--- config.mk ---
export PLATFORM = sky130hd
export DESIGN_NAME = l2_cache_control_nway_flat
export DESIGN_NICKNAME = d
export VERILOG_FILES = /design/src/rtl/l2_cache_control_nway_pkg.sv /design/src/rtl/l2_cache_control_nway_if.sv /design/src/rtl/l2_cache_control_nway_plru.sv /design/src/rtl/l2_cache_control_nway.sv /design/src/flat_wrapper.sv
export SDC_FILE = /design/constraint.sdc
export NUM_CORES = 1
export LEC_CHECK = 0
export ABC_AREA = 1
export BUFFER_PORTS_ARGS = -buffer_cell sky130_fd_sc_hd__buf_2
export CAP_MARGIN = 20
export CELL_PAD_IN_SITES_DETAIL_PLACEMENT = 2
export CELL_PAD_IN_SITES_GLOBAL_PLACEMENT = 2
export CORE_MARGIN = 3
export CORE_UTILIZATION = 25
export CTS_BUF_LIST = sky130_fd_sc_hd__clkbuf_8
export CTS_CLUSTER_SIZE = 20
export DETAILED_ROUTE_END_ITERATION = 7
export PLACE_DENSITY = 0.82
export SLEW_MARGIN = 20
export SYNTH_ARGS = -nofsm -noshare
export SYNTH_HDL_FRONTEND = slang
export SYNTH_SLANG_ARGS = --single-unit
--- constraint.sdc ---
create_clock -name clk -period 3.25 [get_ports clk]
set_clock_uncertainty 0.2 [all_clocks]
set_input_delay 0.65 -clock clk [delete_from_list [all_inputs] [get_ports clk]]
set_output_delay 0.65 -clock clk [all_outputs]
set_load 0.005 [all_outputs]
--- src/rtl/l2_cache_control_nway_pkg.sv ---
// rtl/l2_cache_control_nway_pkg.sv - shared types and defaults for the n-way L2 cache controller
package l2_cache_control_nway_pkg;

    localparam int L2_WAYS = 4;
    localparam int L2_SETS = 8;

    typedef enum logic [1:0] {
        L2_IDLE,
        L2_COMPARE,
        L2_WRITE_BACK,
        L2_ALLOCATE
    } l2_state_t;

    function automatic logic [31:0] sat_inc(input logic [31:0] v);
        return (&v) ? v : v + 32'd1;
    endfunction

endpackage

--- src/rtl/l2_cache_control_nway_if.sv ---
// rtl/l2_cache_control_nway_if.sv - arbiter, memory and tag/data array signals of the L2 controller
interface l2_cache_control_nway_if
    import l2_cache_control_nway_pkg::*;
#(
    parameter int WAYS = L2_WAYS,
    parameter int SETS = L2_SETS
) ();
    localparam int SET_BITS = $clog2(SETS);
    localparam int WAY_BITS = $clog2(WAYS);

    logic                l2arb_mem_read;
    logic                l2arb_mem_write;
    logic                l2arb_mem_resp;
    logic                pmem_read;
    logic                pmem_write;
    logic                pmem_resp;
    logic [SET_BITS-1:0] set_idx;
    logic [WAYS-1:0]     hit_vec;
    logic [WAYS-1:0]     valid_vec;
    logic [WAYS-1:0]     dirty_vec;
    logic [WAYS-1:0]     wr_valid;
    logic [WAYS-1:0]     wr_tag;
    logic [WAYS-1:0]     wr_data;
    logic [WAYS-1:0]     wr_dirty;
    logic                dirty_in;
    logic                din_sel;
    logic                addrmux_sel;
    logic [WAY_BITS-1:0] dout_sel;

    // master: arbiter, memory and arrays around the controller
    modport master (
        output l2arb_mem_read, l2arb_mem_write, pmem_resp, set_idx, hit_vec, valid_vec, dirty_vec,
        input  l2arb_mem_resp, pmem_read, pmem_write, wr_valid, wr_tag, wr_data, wr_dirty,
        input  dirty_in, din_sel, addrmux_sel, dout_sel
    );

    modport slave (
        input  l2arb_mem_read, l2arb_mem_write, pmem_resp, set_idx, hit_vec, valid_vec, dirty_vec,
        output l2arb_mem_resp, pmem_read, pmem_write, wr_valid, wr_tag, wr_data, wr_dirty,
        output dirty_in, din_sel, addrmux_sel, dout_sel
    );

endinterface

--- src/rtl/l2_cache_control_nway_plru.sv ---
// rtl/l2_cache_control_nway_plru.sv - per-set tree pseudo-LRU state with victim read and MRU update
module l2_plru
    import l2_cache_control_nway_pkg::*;
#(
    parameter int WAYS = L2_WAYS,
    parameter int SETS = L2_SETS,
    localparam int SET_BITS = $clog2(SETS),
    localparam int WAY_BITS = $clog2(WAYS)
) (
    input  logic                clk,
    input  logic                rst_n,
    input  logic [SET_BITS-1:0] set_idx,
    output logic [WAY_BITS-1:0] victim,
    input  logic                upd_en,
    input  logic [WAY_BITS-1:0] upd_way
);
    // Node n has children 2n+1 (bit 0) and 2n+2 (bit 1); each bit points toward the LRU half.
    logic [WAYS-2:0] tree [SETS];
    logic [WAYS-2:0] cur;
    logic [WAYS-2:0] upd;

    always_comb begin
        int node;
        cur    = tree[set_idx];
        victim = '0;
        node   = 0;
        for (int l = 0; l < WAY_BITS; l++) begin
            victim[WAY_BITS-1-l] = cur[node];
            node = 2 * node + 1 + int'(cur[node]);
        end
        upd  = cur;
        node = 0;
        for (int l = 0; l < WAY_BITS; l++) begin
            upd[node] = ~upd_way[WAY_BITS-1-l];
            node = 2 * node + 1 + int'(upd_way[WAY_BITS-1-l]);
        end
    end

    always_ff @(posedge clk or negedge rst_n) begin
        if (!rst_n) begin
            for (int s = 0; s < SETS; s++) tree[s] <= '0;
        end else if (upd_en) begin
            tree[set_idx] <= upd;
        end
    end

endmodule

--- src/rtl/l2_cache_control_nway.sv ---
// rtl/l2_cache_control_nway.sv - n-way write-back L2 controller FSM; L2_PERF_CNT_EN adds hit/miss/writeback counters
module l2_cache_control_nway
    import l2_cache_control_nway_pkg::*;
#(
    parameter int WAYS = L2_WAYS,
    parameter int SETS = L2_SETS
) (
    input  logic                    clk,
    input  logic                    rst_n,
    l2_cache_control_nway_if.slave  bus
`ifdef L2_PERF_CNT_EN
    ,
    output logic [31:0]             hit_count,
    output logic [31:0]             miss_count,
    output logic [31:0]             wb_count
`endif
);
    localparam int WAY_BITS = $clog2(WAYS);

    l2_state_t           state, state_n;
    logic [WAY_BITS-1:0] victim_q, victim_n;
    logic [WAY_BITS-1:0] hit_way, invalid_way, plru_way;
    logic [WAYS-1:0]     hit_oh, victim_oh;
    logic                req, hit, is_write, any_invalid, plru_upd;

    assign req       = bus.l2arb_mem_read | bus.l2arb_mem_write;
    assign is_write  = bus.l2arb_mem_write & ~bus.l2arb_mem_read;
    assign hit       = |bus.hit_vec;
    assign hit_oh    = WAYS'(1) << hit_way;
    assign victim_oh = WAYS'(1) << victim_q;

    // Descending scans so the lowest matching index wins.
    always_comb begin
        hit_way     = '0;
        invalid_way = '0;
        any_invalid = 1'b0;
        for (int i = WAYS - 1; i >= 0; i--) begin
            if (bus.hit_vec[i]) hit_way = WAY_BITS'(i);
            if (!bus.valid_vec[i]) begin
                invalid_way = WAY_BITS'(i);
                any_invalid = 1'b1;
            end
        end
    end

    l2_plru #(.WAYS(WAYS), .SETS(SETS)) u_plru (
        .clk     (clk),
        .rst_n   (rst_n),
        .set_idx (bus.set_idx),
        .victim  (plru_way),
        .upd_en  (plru_upd),
        .upd_way (hit_way)
    );

    always_ff @(posedge clk or negedge rst_n) begin
        if (!rst_n) begin
            state    <= L2_IDLE;
            victim_q <= '0;
        end else begin
            state    <= state_n;
            victim_q <= victim_n;
        end
    end

    always_comb begin
        state_n            = state;
        victim_n           = victim_q;
        plru_upd           = 1'b0;
        bus.l2arb_mem_resp = 1'b0;
        bus.pmem_read      = 1'b0;
        bus.pmem_write     = 1'b0;
        bus.wr_valid       = '0;
        bus.wr_tag         = '0;
        bus.wr_data        = '0;
        bus.wr_dirty       = '0;
        bus.dirty_in       = 1'b0;
        bus.din_sel        = 1'b0;
        bus.addrmux_sel    = 1'b0;
        bus.dout_sel       = hit_way;
        case (state)
            L2_IDLE: begin
                if (req) state_n = L2_COMPARE;
            end
            L2_COMPARE: begin
                if (!req) begin
                    state_n = L2_IDLE;
                end else if (hit) begin
                    bus.l2arb_mem_resp = 1'b1;
                    plru_upd           = 1'b1;
                    if (is_write) begin
                        bus.din_sel  = 1'b1;
                        bus.dirty_in = 1'b1;
                        bus.wr_data  = hit_oh;
                        bus.wr_dirty = hit_oh;
                    end
                    state_n = L2_IDLE;
                end else begin
                    victim_n = any_invalid ? invalid_way : plru_way;
                    state_n  = (bus.valid_vec[victim_n] && bus.dirty_vec[victim_n])
                               ? L2_WRITE_BACK : L2_ALLOCATE;
                end
            end
            L2_WRITE_BACK: begin
                bus.pmem_write  = 1'b1;
                bus.addrmux_sel = 1'b1;
                bus.dout_sel    = victim_q;
                if (bus.pmem_resp) state_n = L2_ALLOCATE;
            end
            L2_ALLOCATE: begin
                bus.pmem_read = 1'b1;
                bus.wr_valid  = victim_oh;
                bus.wr_tag    = victim_oh;
                bus.wr_data   = victim_oh;
                bus.wr_dirty  = victim_oh;
                if (bus.pmem_resp) state_n = L2_COMPARE;
            end
            default: state_n = L2_IDLE;
        endcase
    end

`ifdef L2_PERF_CNT_EN
    always_ff @(posedge clk or negedge rst_n) begin
        if (!rst_n) begin
            hit_count  <= '0;
            miss_count <= '0;
            wb_count   <= '0;
        end else begin
            if (state == L2_COMPARE && req && hit)  hit_count  <= sat_inc(hit_count);
            if (state == L2_COMPARE && req && !hit) miss_count <= sat_inc(miss_count);
            if (state == L2_WRITE_BACK && bus.pmem_resp) wb_count <= sat_inc(wb_count);
        end
    end
`endif

endmodule

--- src/flat_wrapper.sv ---
// flat-port wrapper written by rule: the top's interface ports become plain ports
module l2_cache_control_nway_flat import l2_cache_control_nway_pkg::*;
#(
    parameter int WAYS = L2_WAYS,
    parameter int SETS = L2_SETS
)
  (clk, rst_n, bus_l2arb_mem_read, bus_l2arb_mem_write, bus_pmem_resp, bus_set_idx, bus_hit_vec, bus_valid_vec, bus_dirty_vec, bus_l2arb_mem_resp, bus_pmem_read, bus_pmem_write, bus_wr_valid, bus_wr_tag, bus_wr_data, bus_wr_dirty, bus_dirty_in, bus_din_sel, bus_addrmux_sel, bus_dout_sel);
  l2_cache_control_nway_if #(.WAYS(WAYS), .SETS(SETS)) bus_i ();
  input  logic clk;
  input  logic rst_n;
  input wire logic [$bits(bus_i.l2arb_mem_read)-1:0] bus_l2arb_mem_read;
  input wire logic [$bits(bus_i.l2arb_mem_write)-1:0] bus_l2arb_mem_write;
  input wire logic [$bits(bus_i.pmem_resp)-1:0] bus_pmem_resp;
  input wire logic [$bits(bus_i.set_idx)-1:0] bus_set_idx;
  input wire logic [$bits(bus_i.hit_vec)-1:0] bus_hit_vec;
  input wire logic [$bits(bus_i.valid_vec)-1:0] bus_valid_vec;
  input wire logic [$bits(bus_i.dirty_vec)-1:0] bus_dirty_vec;
  output wire logic [$bits(bus_i.l2arb_mem_resp)-1:0] bus_l2arb_mem_resp;
  output wire logic [$bits(bus_i.pmem_read)-1:0] bus_pmem_read;
  output wire logic [$bits(bus_i.pmem_write)-1:0] bus_pmem_write;
  output wire logic [$bits(bus_i.wr_valid)-1:0] bus_wr_valid;
  output wire logic [$bits(bus_i.wr_tag)-1:0] bus_wr_tag;
  output wire logic [$bits(bus_i.wr_data)-1:0] bus_wr_data;
  output wire logic [$bits(bus_i.wr_dirty)-1:0] bus_wr_dirty;
  output wire logic [$bits(bus_i.dirty_in)-1:0] bus_dirty_in;
  output wire logic [$bits(bus_i.din_sel)-1:0] bus_din_sel;
  output wire logic [$bits(bus_i.addrmux_sel)-1:0] bus_addrmux_sel;
  output wire logic [$bits(bus_i.dout_sel)-1:0] bus_dout_sel;
  assign bus_i.l2arb_mem_read = bus_l2arb_mem_read;
  assign bus_i.l2arb_mem_write = bus_l2arb_mem_write;
  assign bus_i.pmem_resp = bus_pmem_resp;
  assign bus_i.set_idx = bus_set_idx;
  assign bus_i.hit_vec = bus_hit_vec;
  assign bus_i.valid_vec = bus_valid_vec;
  assign bus_i.dirty_vec = bus_dirty_vec;
  assign bus_l2arb_mem_resp = bus_i.l2arb_mem_resp;
  assign bus_pmem_read = bus_i.pmem_read;
  assign bus_pmem_write = bus_i.pmem_write;
  assign bus_wr_valid = bus_i.wr_valid;
  assign bus_wr_tag = bus_i.wr_tag;
  assign bus_wr_data = bus_i.wr_data;
  assign bus_wr_dirty = bus_i.wr_dirty;
  assign bus_dirty_in = bus_i.dirty_in;
  assign bus_din_sel = bus_i.din_sel;
  assign bus_addrmux_sel = bus_i.addrmux_sel;
  assign bus_dout_sel = bus_i.dout_sel;
  l2_cache_control_nway #(.WAYS(WAYS), .SETS(SETS)) u_core (.clk(clk), .rst_n(rst_n), .bus(bus_i));
endmodule
==> results of run 1 <==
per-stage QoR:
step | instances | util
floorplan | 278 | -
global placement | 404 | 0.300
detailed placement | 404 | 0.300
CTS | 407 | 0.306
global route | 407 | 0.306
finish | 407 | 0.306
worst paths after layout:
check,endpoint,startpoint,depth (start not counted),slack (ns)
worst max-delay path,bus_wr_data[3],bus_hit_vec[1],8,0.32
worst min-delay path,u_core.u_plru.tree[22],rst_n,1,0.19
worst max register to register,u_core.u_plru.tree[8],u_core.state[1],10,1.11
worst min register to register,u_core.u_plru.tree[13],u_core.u_plru.tree[13],2,0.35
max in group asynchronous,u_core.u_plru.tree[8],rst_n,1,2.23
min in group clk,u_core.u_plru.tree[13],u_core.u_plru.tree[13],2,0.35
registers in the layout, indices dropped and copies added, names as in the netlist:
register,flops
u_core.victim_q,2
u_core.u_plru.tree,24
u_core.state,2
area by class of cell:
cell class	count	area, um2
Timing Repair Buffer	44	223
Sequential cell	28	701
Clock buffer	3	41.3
Fill cell	895	4870
Multi-Input combinational cell	179	851
Inverter	57	214
Tap cell	96	120
report_power, final:
group | switching, mW | internal [mW] | leakage (nW)
clock | 0.110 | 0.0835 | 0.0216
sequential | 0.0638 | 0.516 | 0.334
combinational | 0.335 | 0.169 | 0.835
total | 0.509 | 0.769 | 1.19
cell usage after synthesis:
cell type,count,area share
nand2_1,70,0.14
inv_1,55,0.11
nor2_1,30,0.060
o21ai_0,30,0.080
dfrtp_1,28,0.37
nand3_1,22,0.059
buf_4,10,0.040
nand2_2,5,0.017
nor2_2,5,0.017
ha_1,4,0.027
o22ai_1,4,0.013
nand3_2,3,0.016
buf_6,2,0.012
clkbuf_1,2,0.0040
inv_2,2,0.0040
a21oi_2,1,0.0047
a31o_2,1,0.0047
nand2_4,1,0.0060
o21ai_1,1,0.0027
o21bai_1,1,0.0040
or2_2,1,0.0033
layer usage:
metal	track usage	vias up	routed length (um)
met2	0.274	15	3100
met1	0.175	885	2660
met3	0.0219	4	123
met5	0	-	0
met4	0.0260	0	43
li1	-	900	-
placed cells by master, fill, tap and decap left out, types with 2 or more instances in the layout:
cell      instances
nand2_1          70
buf_2            43
nand2_2           5
inv_1            55
o21ai_0          30
nand3_1          22
inv_2             2
nand3_2           3
dfrtp_1          28
ha_1              4
o22ai_1           4
clkbuf_8          3
nor2_1           30
nor2_2            5
logic make-up (layout without fill, tap and decap cells):
group           Yosys count  in the layout  share of synthesized area
simple gates            137            137                      0.318
buf+inv                  71            104                      0.171
fa+ha+maj                 4              4                     0.0268
flops                    28             28                      0.375
compound gates           38             38                      0.110
worst max-delay path, cell delays in order:
cell	delay, ns
buf_2	0.11
nor2_1	0.16
inv_1	0.08
nor2_1	0.08
inv_1	0.20
or2_2	0.46
o22ai_1	0.18
buf_2	0.15
==> metrics.txt, run 1 <==
Critical Path AT between 2 and 2.5 ns; Hold Crit Class primary input to asynchronous set/reset pin; Critical Path Fanout Max 12; Required @ worst endpoint 2.40 ns; initial DRC count 73; Die ar. 8560 um2; # rows 30; TritonCTS Sinks 28; CTS Hold Buffers Added 0; area delta synth->final 14.9%; core footprint about 7000 um2; syn nets between 300 and 400; endpoints failing hold 0; final antenna diode count 0; crit end category primary output; vias in the first global route 1,988; crit path kind primary input to primary output; CTS tree done; max_cap viols 0; root buf cell clkbuf_8; Vert. Die Dim slightly above 90 um; total track usage 0.146; Worst VDD drop about 0.14 mV; share of cells above drive strength 1 0.212; deepest clock path buffer count 2; hold_ws 0.193 ns; Final Wtd Congestion around 0.73; first-pass GRT wire length about 10000 um; Pins Over Slew Limit 0; Worst setup SP type primary input; Synth Instances around 280; DR vias between 1,500 and 2,000; NumNets Final around 340; GRT overflow 0; synthesized flop and latch total 28; Distinct cells, synth 21; IO buf count between 40 and 50; WL/cell 14.6 um; via/cell ratio approximately 4.4; pin count of the biggest net entering global routing 29; power after layout 1.28 mW; area of the mapped netlist 1870 um2; maximum level of the CTS H-tree 1; Die W about 90 um; period utilization 0.900; Syn Area/Cell slightly below 7 um2; setup TNS 0 ns; post_cts resized 0; LEAKAGE 1.19 nW; RSZ-0062 raised after global routing false; remaining antenna violation count 0; fin area approximately 2100 um2; Initial Util 0.266; Pre-antenna DRT Iters 4; clk slew on worst S/H paths roughly 0.090 ns; crit path time final ~2.9 ns; synth warn 0; Pwr Density around 600 nW/um2; placed cell area around 2100 um2; I/O pin total 44; final worst slack roughly 0.32 ns; initial antenna violation count 0; Post-CTS Setup Inserts 0; CTS Buf Count 3; Total Wirelength 5920 um; Seq/Total Area, Yosys 0.375; f_max 0.342 GHz; status completed; drt drc 0; measured slew at the worst slew-check pin roughly 0.67 ns; Post-DP HPWL about 4700 um; Clk Latency, worst-skew pair around 0.28 ns; Max-slew headroom 0.554; final setup violation count 0; pre-CTS setup slack around 0.32 ns
No activity file was read; power rests on OpenSTA's default activity.
==> run 2, diff against run 1 <==
Settings changed: SETUP_SLACK_MARGIN set to 0.4.
==> metrics.txt, run 2 (synthesis results as in run 1) <==
TritonCTS Sinks 28 (unchanged); status completed; CTS tree done; deepest clock path buffer count 2 (unchanged); pin count of the biggest net entering global routing 29 (unchanged); Initial Util 0.266 (unchanged); via/cell ratio 4.48 (+1.1%); # placed instances 404 (unchanged); Pwr Density 594 nW/um2 (about the same); Required @ worst endpoint 2.40 ns (about the same); DR vias 1,824 (+1.1%); commonest non-fill, non-tap cell in the layout nand2_1; Vert. Die Dim 92.5 um (unchanged); Worst path slowest cell or2_4; fin cells 407 (unchanged); remaining antenna violation count 0 (unchanged); NumNets Final 337 (unchanged); max_cap viols 0 (unchanged); Critical Path Fanout Max 12 (unchanged); GRT overflow 0 (unchanged); root buf cell clkbuf_8; IO buf count 43 (unchanged); setup TNS 0 ns (unchanged); register cell area after layout 701 um2 (unchanged); initial antenna violation count 0 (unchanged); Die ar. 8560 um2 (unchanged); Post-CTS Setup Inserts 0 (unchanged); Hold Crit Class primary input to asynchronous set/reset pin; WL/cell 14.7 um (+0.81%); CTS Buf Count 3 (unchanged); LEAKAGE 1.19 nW (+0.20%); largest register by flop count u_core.u_plru.tree; most frequent cells in the layout nand2_1 (70), inv_1 (54), buf_2 (43); vias in the first global route 1,988 (unchanged); Post-DP HPWL 4710 um (unchanged); Total Wirelength 5970 um (+0.81%); RSZ-0062 raised after global routing false; area delta synth->final 15.4%; core footprint 7020 um2 (unchanged); Crit Reg-Reg Startpoint u_core.state[1]; # rows 30 (unchanged); final setup violation count 0 (unchanged); crit end category primary output; final antenna diode count 0 (unchanged); CTS Hold Buffers Added 0 (unchanged); I/O pin total 44 (unchanged); Pre-antenna DRT Iters 4 (unchanged); Worst VDD drop 0.144 mV (+0.24%); Pins Over Slew Limit 0 (unchanged); crit path time final 2.69 ns (-0.236 ns); Fillers 893 (-0.22%); period utilization 0.827 (-0.0727); total track usage 0.146 (unchanged); f_max 0.372 GHz (+8.8%); cells along the critical path buf_2 -> nor2_1 -> inv_1 -> nor2_1 -> inv_2 -> or2_4 -> o22ai_2 -> buf_2; CP Launch Point bus_hit_vec[1]; clk slew on worst S/H paths 0.09 ns (about the same); area of the multi-input gates 860 um2 (+1.0%); first-pass GRT wire length 9970 um (unchanged); Largest regs u_core.u_plru.tree x24, u_core.state x2, u_core.victim_q x2; max reg flops 24 (unchanged); slowest stage delay, CP 0.33 ns (-0.13 ns); FF-to-FF path depth 10 (unchanged); drt drc 0 (unchanged); measured slew at the worst slew-check pin 0.666 ns (-0.00356 ns); Core Util, Final 0.307 (+0.00125); share of cells above drive strength 1 0.219 (+0.00643); initial DRC count 73 (unchanged); Die W 92.5 um (unchanged); Worst setup SP type primary input; Critical Path AT 1.84 ns (-0.24 ns); endpoints failing hold 0 (unchanged); maximum level of the CTS H-tree 1 (unchanged); crit path kind primary input to primary output; Clk Latency, worst-skew pair 0.28 ns (about the same); Max-slew headroom 0.556 (+0.00237); Final Wtd Congestion 0.728 (unchanged)
-- run 2: cell counts in the layout (fill, tap and decap cells not counted) --
No cell type changed its count.
-- run 2: final timing paths --
| check | end | slack, ns |
|---|---|---|
| hold reg to reg | u_core.u_plru.tree[13] | 0.35 |
| max in group asynchronous | u_core.u_plru.tree[8] | 2.23 |
| setup reg to reg | u_core.u_plru.tree[8] | 1.10 |
| min in group clk | u_core.u_plru.tree[13] | 0.35 |
| setup / recovery | bus_wr_data[3] | 0.56 |
| hold / removal | u_core.u_plru.tree[22] | 0.19 |
-- run 2: critical path: cells and delay by family --
| family | cells | cell delay, ns |
|---|---|---|
| AO/OA/AOI/OAI | 1 | 0.12 |
| AND/OR/NAND/NOR | 3 | 0.60 |
| buffers and inverters | 4 | 0.46 |
-- run 2: power breakdown --
group          total, mW  switching [mW]  internal (mW)
combinational      0.508           0.338          0.170
sequential         0.580          0.0638          0.516
clock              0.194           0.111         0.0836
-- run 2: routing by layer --
metal / routed length, um / vias to the layer above / global-route usage
met4: 43 / 0 / 0.0260
met5: 0 / - / 0
met1: 2660 / 902 / 0.175
met3: 124 / 4 / 0.0219
met2: 3140 / 16 / 0.274
li1: - / 902 / -
-- run 2: layout make-up --
cell class / count / area share
Multi-Input combinational cell: 179 / 0.398
Sequential cell: 28 / 0.325
Timing Repair Buffer: 44 / 0.103
Inverter: 57 / 0.0991
Tap cell: 96 / 0.0557
Clock buffer: 3 / 0.0191
-- run 2: stage by stage --
step	hold WS [ns]	instance area (um2)	setup WS (ns)	power, mW
detailed placement	0.333	2110	0.322	1.10
floorplan	0.154	1870	0.661	0.931
global placement	0.318	2110	0.405	1.06
finish	0.191	2160	0.561	1.28
global route	0.225	2160	0.427	1.42
CTS	0.220	2150	0.427	1.31
-- run 2: timing repair --
action,CTS,global route
gates resized for setup,1,2
endpoints found under the hold margin,0,0
endpoints found under the setup margin,2,2
==> run 3, diff against run 2 <==
Settings changed: PLACE_DENSITY 0.82 to 0.84.
Clock period 3.25 ns to 2.2 ns, I/O delays scaled along.
==> metrics.txt, run 3 (synthesis results as in run 1) <==
commonest non-fill, non-tap cell in the layout nand2_1; Hold Crit Class flop to flop; final antenna diode count 0 (unchanged); Vert. Die Dim 92.5 um (unchanged); core footprint 7020 um2 (unchanged); Initial Util 0.266 (unchanged); maximum level of the CTS H-tree 1 (unchanged); area delta synth->final 65.4%; NumNets Final 379 (+12%); # rows 30 (unchanged); Max-slew headroom 0.562 (+0.00611); period utilization 1.03; Critical Path AT 2.28 ns (+0.44 ns); first-pass GRT wire length 14,400 um (+44%); final worst slack -0.0696 ns (-0.630 ns); failing checks setup timing; LEAKAGE 1.50 nW (+26%); cells along the critical path inv_4 -> ha_4 -> buf_4 -> inv_4 -> nor2_4 -> nand2_4 -> buf_6 -> nor2_4 -> clkinv_4 -> nor2_4 -> nand2_1 -> o21ai_1; IO buf count 43 (unchanged); CTS Buf Count 3 (unchanged); f_max 0.441 GHz; delay-heaviest family, CP simple AND/OR/NAND/NOR gates; total track usage 0.220 (+0.0746); crit end category flop; Pre-antenna DRT Iters 4 (unchanged); vias in the first global route 2,539 (+28%); Die W 92.5 um (unchanged); Worst path slowest cell dfrtp_2; R2R Setup Slk -0.07 ns (-1.17 ns); DR vias 2,259 (+24%); Worst setup SP type flop; initial DRC count 122 (+67%); Post-DP HPWL 5070 um (+7.6%); pre-CTS setup slack 0.00276 ns (-0.320 ns); Worst Hold End u_core.u_plru.tree[15]; Largest regs u_core.u_plru.tree x24, u_core.state x2, u_core.victim_q x2; deepest clock path buffer count 2 (unchanged); Total Wirelength 10,700 um (+79%); via/cell ratio 5.02 (+12%); Critical Path Fanout Max 6 (-6); initial antenna violation count 0 (unchanged); Bufs and invs on worst path 5 (+1); fin cells 450 (+11%); Clk Latency, worst-skew pair 0.30 ns (+0.02 ns); max reg flops 24 (unchanged); FF-to-FF path depth 12 (+2); Final Wtd Congestion 0.776 (+6.6%); crit path time final approximately 2.3 ns; remaining antenna violation count 0 (unchanged); Die ar. 8560 um2 (unchanged); Worst VDD drop 0.392 mV (+170%); area of the multi-input gates 1330 um2 (+55%); # placed instances 412 (+2.0%); hold path depth 2; GRT overflow 0 (unchanged); pin count of the biggest net entering global routing 29 (unchanged); TritonCTS Sinks 28 (unchanged); status complete, but fails checks; crit path kind flop to flop; CTS tree done; register cell area after layout 704 um2 (+0.54%); Crit path top cell by count nor2_4; slowest stage delay, CP 0.47 ns (+0.14 ns); final setup violation count 12 (+12); Fillers 814 (-8.8%); FF-to-FF End u_core.u_plru.tree[22]; max_cap viols 0 (unchanged); most frequent cells in the layout nand2_1 (49), buf_2 (36), inv_1 (32); Crit Reg-Reg Startpoint u_core.state[1]; measured slew at the worst slew-check pin 0.656 ns (-0.00916 ns); Required @ worst endpoint 2.21 ns (-0.19 ns); Pwr Density 927 nW/um2 (+56%); share of cells above drive strength 1 0.571 (+0.352); Pins Over Slew Limit 0 (unchanged); largest register by flop count u_core.u_plru.tree; clk slew on worst S/H paths 0.11 ns (+0.02 ns); drt drc 0 (unchanged); worst hold start u_core.u_plru.tree[15]; WL/cell 23.7 um (+62%); RSZ-0062 raised after global routing true; endpoints failing hold 0 (unchanged); root buf cell clkbuf_8; I/O pin total 44 (unchanged)
## run 3: changes by cell type in the layout (fill, tap and decap cells not counted), moves of 18 or more
| cell | before | now |
|---|---|---|
| buf_4 | 1 | 31 |
| o21ai_1 | 1 | 19 |
| nand2_1 | 70 | 49 |
| nor2_1 | 30 | 12 |
| nor2_4 | 0 | 21 |
| o21ai_0 | 30 | 2 |
| inv_1 | 54 | 32 |
## run 3: where the power goes
group,internal [mW],switching [mW],total (mW)
Sequential,0.767,0.187,0.954
Clock,0.162,0.190,0.351
Combinational,0.588,0.976,1.56
## run 3: worst max path at each step
| stage | start | to | slack [ns] | cells after the start |
|---|---|---|---|---|
| 3_5_place_dp | bus_hit_vec[0] | bus_wr_data[3] | 0.003 | 8 |
| 5_1_grt | u_core.state[1] | u_core.u_plru.tree[22] | -0.13 | 12 |
| 6_report | u_core.state[1] | u_core.u_plru.tree[22] | -0.07 | 12 |
| 2_1_floorplan | bus_hit_vec[0] | bus_wr_dirty[3] | 0.23 | 8 |
| 3_3_place_gp | bus_hit_vec[0] | bus_wr_dirty[3] | 0.07 | 8 |
| 4_1_cts | u_core.state[1] | bus_wr_dirty[0] | 0.11 | 7 |
## run 3: metrics by stage
step | instance area (um2) | util | power [mW] | TNS (ns) | hold slack [ns]
finish | 3090 | 0.441 | 2.87 | -0.436 | 0.347
global route | 3090 | 0.441 | 3.02 | -1.03 | 0.373
CTS | 2670 | 0.381 | 2.29 | 0 | 0.353
detailed placement | 2190 | 0.313 | 1.68 | 0 | 0.316
global placement | 2190 | 0.313 | 1.62 | 0 | 0.314
floorplan | 1910 | - | 1.39 | 0 | -0.0556
## run 3: metal layers
metal / vias to the layer above / track usage / routed length (um)
met4: 0 / 0.0866 / 518
met2: 70 / 0.424 / 5990
met5: - / 0 / 0
li1: 992 / - / -
met1: 1159 / 0.237 / 3840
met3: 38 / 0.0349 / 328
## run 3: repair_timing
action | in CTS | in global routing
pin swaps | 19 | 28
resized for setup | 82 | 107
setup buffers | 20 | 13
setup endpoints to repair | 48 | 52
cloned | 0 | 0
hold buffers | 1 | 0
endpoints found under the hold margin | 15 | 0
## run 3: area by class of cell
class,instances,area share
well taps,96,0.0388
repair buffers,86,0.207
inverters,57,0.0780
flip-flops and latches,28,0.228
multi-input cells,179,0.431
clock buffers,4,0.0178
## run 3: tightest hold or removal path: cells and delay by family, from the launching register on
kind / cells / cell delay (ns)
flip-flops: 1 / 0.38
buffers and inverters: 1 / 0.07
AO/OA/AOI/OAI: 1 / 0.07
